===== src/rtl/sample_lift_pkg.sv =====
// Shared types and constants for the sample_lift polynomial lifter.
// Optional CBD magnitude range check is enabled by defining SAMPLE_LIFT_RANGE_CHECK_EN.
package sample_lift_pkg;

    typedef enum logic [1:0] {
        ST_IDLE  = 2'd0,
        ST_RUN   = 2'd1,
        ST_DRAIN = 2'd2,
        ST_DONE  = 2'd3
    } state_t;

    typedef enum logic {
        MODE_CBD     = 1'b0,
        MODE_TERNARY = 1'b1
    } mode_t;

    // Ternary 2-bit sample codes; TERN_BAD is the one illegal encoding.
    localparam logic [1:0] TERN_ZERO = 2'd0;
    localparam logic [1:0] TERN_POS  = 2'd1;
    localparam logic [1:0] TERN_BAD  = 2'd2;
    localparam logic [1:0] TERN_NEG  = 2'd3;

    // Largest legal CBD magnitude for the sampler feeding this block.
    localparam logic [4:0] CBD_BOUND = 5'd21;

    localparam int DRAIN_W = 3;

endpackage


===== src/rtl/sample_lift_residue_negate.sv =====
// Combinational decode of one CBD/ternary sample into a residue in [0, q).
// With SAMPLE_LIFT_RANGE_CHECK_EN defined, CBD magnitudes above CBD_BOUND also flag invalid.
module residue_negate
    import sample_lift_pkg::*;
#(
    parameter int LOGQ = 54
) (
    input  mode_t            mode,
    input  logic [5:0]       sample,
    input  logic [LOGQ-1:0]  q,
    output logic [LOGQ-1:0]  residue,
    output logic             invalid
);

    logic [LOGQ-1:0] mag;

    // The magnitude is widened before subtracting so q-m keeps every bit of q.
    assign mag = {{(LOGQ-5){1'b0}}, sample[4:0]};

    always_comb begin
        // NOTE: every output gets a default first so no path leaves it unassigned (no latch).
        residue = '0;
        invalid = 1'b0;
        if (mode == MODE_CBD) begin
            if (sample[5] && (sample[4:0] != 5'd0)) begin
                residue = q - mag;
            end else if (!sample[5]) begin
                residue = mag;
            end
`ifdef SAMPLE_LIFT_RANGE_CHECK_EN
            invalid = (sample[4:0] > CBD_BOUND);
`endif
        end else begin
            case (sample[1:0])
                TERN_ZERO: residue = '0;
                TERN_POS:  residue = LOGQ'(1);
                TERN_NEG:  residue = q - LOGQ'(1);
                TERN_BAD:  invalid = 1'b1;
                default:   residue = '0;
            endcase
        end
    end

endmodule


===== src/rtl/sample_lift.sv =====
// Streams N source samples through a fixed-latency read, lifts each to a residue mod q and writes it back.
// Define SAMPLE_LIFT_RANGE_CHECK_EN to also flag CBD magnitudes above the sampler bound.
module sample_lift
    import sample_lift_pkg::*;
#(
    parameter int LOGN   = 13,
    parameter int LOGQ   = 54,
    parameter int RD_LAT = 2
) (
    input  logic             clk,
    input  logic             rst,
    input  logic             start,
    input  logic             mode,
    input  logic [LOGQ-1:0]  q,
    output logic [LOGN-1:0]  rd_addr,
    output logic             rd_en,
    input  logic [5:0]       rd_data,
    output logic [LOGN-1:0]  wr_addr,
    output logic [LOGQ-1:0]  wr_data,
    output logic             wea,
    output logic             busy,
    output logic             done,
    output logic             err
);

    state_t               state_q;
    state_t               next_state;
    logic [LOGN-1:0]      addr_q;
    logic [DRAIN_W-1:0]   drain_q;
    logic [LOGQ-1:0]      q_q;
    mode_t                mode_q;
    logic                 accept;

    logic                 v_pipe [RD_LAT];
    logic [LOGN-1:0]      a_pipe [RD_LAT];

    logic [LOGQ-1:0]      residue;
    logic                 invalid;
    logic                 lane_valid;

    assign accept     = start && ((state_q == ST_IDLE) || (state_q == ST_DONE));
    assign lane_valid = v_pipe[RD_LAT-1];

    always_comb begin
        next_state = state_q;
        case (state_q)
            ST_IDLE, ST_DONE: if (start) next_state = ST_RUN;
            ST_RUN:   if (addr_q == {LOGN{1'b1}}) next_state = ST_DRAIN;
            ST_DRAIN: if (drain_q == DRAIN_W'(RD_LAT)) next_state = ST_DONE;
            default:  next_state = ST_IDLE;
        endcase
    end

    // The last pipeline stage lines up with rd_data arriving RD_LAT cycles after its read.
    residue_negate #(.LOGQ(LOGQ)) u_negate (
        .mode    (mode_q),
        .sample  (rd_data),
        .q       (q_q),
        .residue (residue),
        .invalid (invalid)
    );

    always_ff @(posedge clk) begin
        // NOTE: state registers use non-blocking assignments so every flop samples pre-edge values.
        if (rst) begin
            state_q <= ST_IDLE;
            addr_q  <= '0;
            drain_q <= '0;
            q_q     <= '0;
            mode_q  <= MODE_CBD;
            wr_addr <= '0;
            wr_data <= '0;
            wea     <= 1'b0;
            err     <= 1'b0;
            for (int k = 0; k < RD_LAT; k++) v_pipe[k] <= 1'b0;
        end else begin
            state_q <= next_state;
            if (accept) begin
                q_q     <= q;
                mode_q  <= mode_t'(mode);
                addr_q  <= '0;
                drain_q <= '0;
            end else if (state_q == ST_RUN) begin
                addr_q <= addr_q + 1'b1;
            end
            if (state_q == ST_DRAIN) drain_q <= drain_q + 1'b1;

            v_pipe[0] <= rd_en;
            for (int k = 1; k < RD_LAT; k++) v_pipe[k] <= v_pipe[k-1];

            wea <= lane_valid;
            if (lane_valid) begin
                wr_addr <= a_pipe[RD_LAT-1];
                wr_data <= residue;
            end

            if (accept) err <= 1'b0;
            else if (lane_valid && invalid) err <= 1'b1;
        end
    end

    // NOTE: the address pipeline is not reset; only the valid bits above decide whether it is used.
    always_ff @(posedge clk) begin
        a_pipe[0] <= rd_addr;
        for (int k = 1; k < RD_LAT; k++) a_pipe[k] <= a_pipe[k-1];
    end

    assign rd_addr = addr_q;
    assign rd_en   = (state_q == ST_RUN);
    assign busy    = (state_q == ST_RUN) || (state_q == ST_DRAIN);
    assign done    = (state_q == ST_DONE);

endmodule


===== config.mk =====
export PLATFORM = sky130hd
export DESIGN_NAME = sample_lift
export DESIGN_NICKNAME = d
export VERILOG_FILES = /design/src/rtl/sample_lift_pkg.sv /design/src/rtl/sample_lift_residue_negate.sv /design/src/rtl/sample_lift.sv
export SDC_FILE = /design/constraint.sdc
export NUM_CORES = 1
export LEC_CHECK = 0
export BUFFER_PORTS_ARGS = -buffer_cell sky130_fd_sc_hd__buf_2
export CORE_ASPECT_RATIO = 0.5
export CORE_MARGIN = 5
export CORE_UTILIZATION = 51
export DETAILED_ROUTE_END_ITERATION = 8
export PLACE_DENSITY_LB_ADDON = 0.12
export SYNTH_ARGS = -nofsm -noshare
export SYNTH_HDL_FRONTEND = slang
export SYNTH_SLANG_ARGS = --single-unit

===== constraint.sdc =====
create_clock -name clk -period 2.55 [get_ports clk]
set_clock_uncertainty 0.05 [all_clocks]
set_input_delay 0.51 -clock clk [delete_from_list [all_inputs] [get_ports clk]]
set_output_delay 0.51 -clock clk [all_outputs]
set_load 0.01 [all_outputs]

==> results.ini <==
[outcome]
outcome = finished with violations
violated_checks = negative setup slack

[logic_synthesis]
ys_seq_area_share_pct = 39.3
synth_edf_count = 0
synth-seq-cells = 170
postSynthCellCount = 1092
synth_area_per_cell_sq_um = 7.92
synth_top_area_cell = dfxtp_1
netlist_top_cells_area = dfxtp_1 (39%), nand2_1 (6.9%), a21oi_1 (4.9%)
netlist.area_leader.share_pct = 39.3
synthesized_area_sq_um = 8650
main_combinational_cell_family_by_area_after_synthesis = simple AND/OR/NAND/NOR gates
ys_dominant_reg_cell = dfxtp_1
synth_fa_ha_area_share_pct = 2.11
post_synth_mux_area_share_pct = 2.23
synth.distinct_cells = 70
yosys.area_share.simple_pct = 27.4
mappedNetlistNets = 1170
yosys_warnings = 0
synth_compound_gate_area_share_pct = 19.9
asyncSetResetFlopFracSynth_pct = 0
synth_xor_area_share_pct = 3.85

[timing]
finalHoldViolCount = 0
final_period_minus_worst_setup_slack_ps = 2770
slew-limit-headroom_pct = 51.1
fmax_mhz = 361
fin_ws_ps = -220
rsz0062_at_grt = true
report.final.slew_viol_count = 0
setup-violations-final = 22
timing.hold.ws_ps = 252
worst_pin_slew_ps = 730
finalCritPeriodShare_pct = 109

[final_layout]
n_antenna_cell = 0
area_growth_pct = 40.2
final_util_pct = 73.5
drive_above_1_share_pct = 35.4
layout_common_cells = dfxtp_1 (163), buf_4 (159), nand2_1 (156)
fillerInstances = 1250
design.final.nets = 1426
layout_commonest_cell = dfxtp_1

[worst_hold_path]
hold_path.startpoint = q[30]
hp-class = in2reg

[routing]
antenna_violating_nets_post_route = 0
iteration_0_drc_markers = 824
wire_per_inst_um = 19.8
number_of_vias_per_cell = 6.08
postRouteWirelength_mm = 31.4
count_of_unresolved_drc_violations_after_routing = 0
firstDrtPassIters = 5
route.vias.total = 9649

[clocking]
inserted_clock_buffers = 17
tritoncts_clock_tree = done
clockRootBuffer = clkbuf_16
cts_num_sinks = 170
path_clk_slew_ps = 70
number_of_h_tree_levels = 4
max_clock_buf_depth = 2
clock_latency_ps = 440

[power]
power.leakage_nw = 5.02
p_total_mw = 12.5
power_frac_seq_pct = 26.3
power_frac_clock_pct = 21.1
power_density_nw_per_um2 = 1030
power.internal_mw = 7.15
total_switching_power_mw = 5.38
vdd_drop_max_mv = 0.659
p_comb_share_pct = 52.6
sw_frac_of_total_pct = 43.0

[die]
core-area_sq_um = 16500
design.die.area_sq_um = 19800
die-height_um = 102
die_width_um = 194
initial_utilization_pct = 52.4
pin_count = 149
row_count = 33

[placement]
portBuffers = 148
place_ws_ps = -556
dp_hpwl_mm = 21.3
gp_routability_congestion = 0.968

[setup_path]
regToRegStartpoint = q_q[0]
critical_path_peak_fanout = 7
cp_cell_sequence = inv_2 > ha_4 > or4b_4 > or4_4 > or4_4 > or4_4 > a41oi_2
setup.worst_path.start = q_q[0]
nature_of_the_critical_path_endpoint = flop
crit_arrival_ps = 3070
worst_setup_path_start_kind = flop
critical_path_s_slowest_cell = or4_4
cpPeakStageDelay_ps = 540
worstPathRequired_ps = 2850
timing.critical_path.mode_cell = or4_4
path_class = reg2reg

[grt]
grt_overflow_total = 0
first_global_vias = 9229
global_route.usage.total_pct = 30.3
grt_pass1_wl_mm = 48.5
grt_start_max_net_pins = 123
grt_antenna_before_repair = 2

[run]
maxCapViolCount = 0

## state kept, by name, indices dropped and copies added (netlist names)
register and count:
err 1, mode_q 1, state_q 2, rd_addr 13, q_q 54, a_pipe 26, wea 1, drain_q 3
wr_data 54, wr_addr 13, v_pipe 2
## metal layers
layer  vias to the layer above  wire [um]  GRT usage (%)
met5                         -         21              0
li1                       4487          -              -
met2                       444      14700           51.5
met1                      4631      13200           38.7
met3                        83       2760           7.94
met4                         4        776           9.23
## cells in the mapped netlist, types with 5 or more instances
cell	number
buf_1	14
clkbuf_1	69
o21a_1	11
o211a_1	10
a221oi_1	5
o31ai_1	7
or4_1	19
o21ai_0	46
dfxtp_1	170
nand3_1	22
a211oi_1	20
nor2_1	108
nand2b_1	5
o221ai_1	9
nand2_1	158
a21oi_1	84
buf_2	7
nor3_1	45
nand4_1	19
a41oi_1	6
inv_1	15
or2_2	5
o211ai_1	7
nor4_1	45
xnor2_1	18
ha_1	13
a31oi_1	7
mux2i_1	17
a311oi_1	12
or3_1	22
xor2_1	20
o31a_1	11
## power groups by stage
stage	combinational (mW)	clock (mW)	sequential, mW
after floorplan	3.07	0	3.32
after global placement	5.32	0	3.31
after detailed placement	5.43	0	3.33
after CTS	5.82	2.68	3.27
after global routing	7.03	2.81	3.33
final	6.60	2.64	3.30
## final cells by class
class	count	area, sq um	area share, %
Multi-Input combinational cell	812	5470	45.1
Sequential cell	170	3420	28.2
Timing Repair Buffer	330	2290	18.8
Clock buffer	18	439	3.62
Tap cell	227	284	2.34
Clock inverter	14	170	1.40
Inverter	17	66.3	0.546
## cell families (layout without fill, tap and decap cells)
logic type      Yosys count  count (layout)
mux                      19              19
simple gates            480             481
compound gates          260             260
flops                   170             170
fa+ha+maj                14              14
xor+xnor                 38              38
buf+inv                 111             379
## per-stage QoR
| stage | std cells | setup TNS, ps | instance area (sq um) |
|---|---|---|---|
| floorplan | 1092 | -292 | 8730 |
| detailed placement | 1532 | -11050 | 10600 |
| CTS | 1579 | -1750 | 11600 |
| finish | 1588 | -2930 | 12100 |
| global placement | 1532 | -7530 | 10600 |
| global route | 1588 | -5190 | 12100 |
## critical path: cells and delay by family, from the launching register on
kind | cells | cell delay (ps)
simple gates | 4 | 1900
flops | 1 | 340
compound gates | 1 | 170
fa+ha+maj | 1 | 150
buf+inv | 1 | 90
## worst paths after layout
kind	to	slack, ps	cells after the start
hold / removal	q_q[30]	250	3
setup / recovery	wr_data[40]	-220	7
hold reg to reg	a_pipe[1][4]	280	0
setup reg to reg	wr_data[40]	-220	7
## repair_timing
action | in CTS | in global routing
gates resized for setup | 54 | 93
setup endpoints to repair | 34 | 44
setup buffers | 14 | 11
gates cloned | 1 | 1
hold buffers | 0 | 0
pin swaps | 13 | 47
Power figures use the tool's default switching activity.
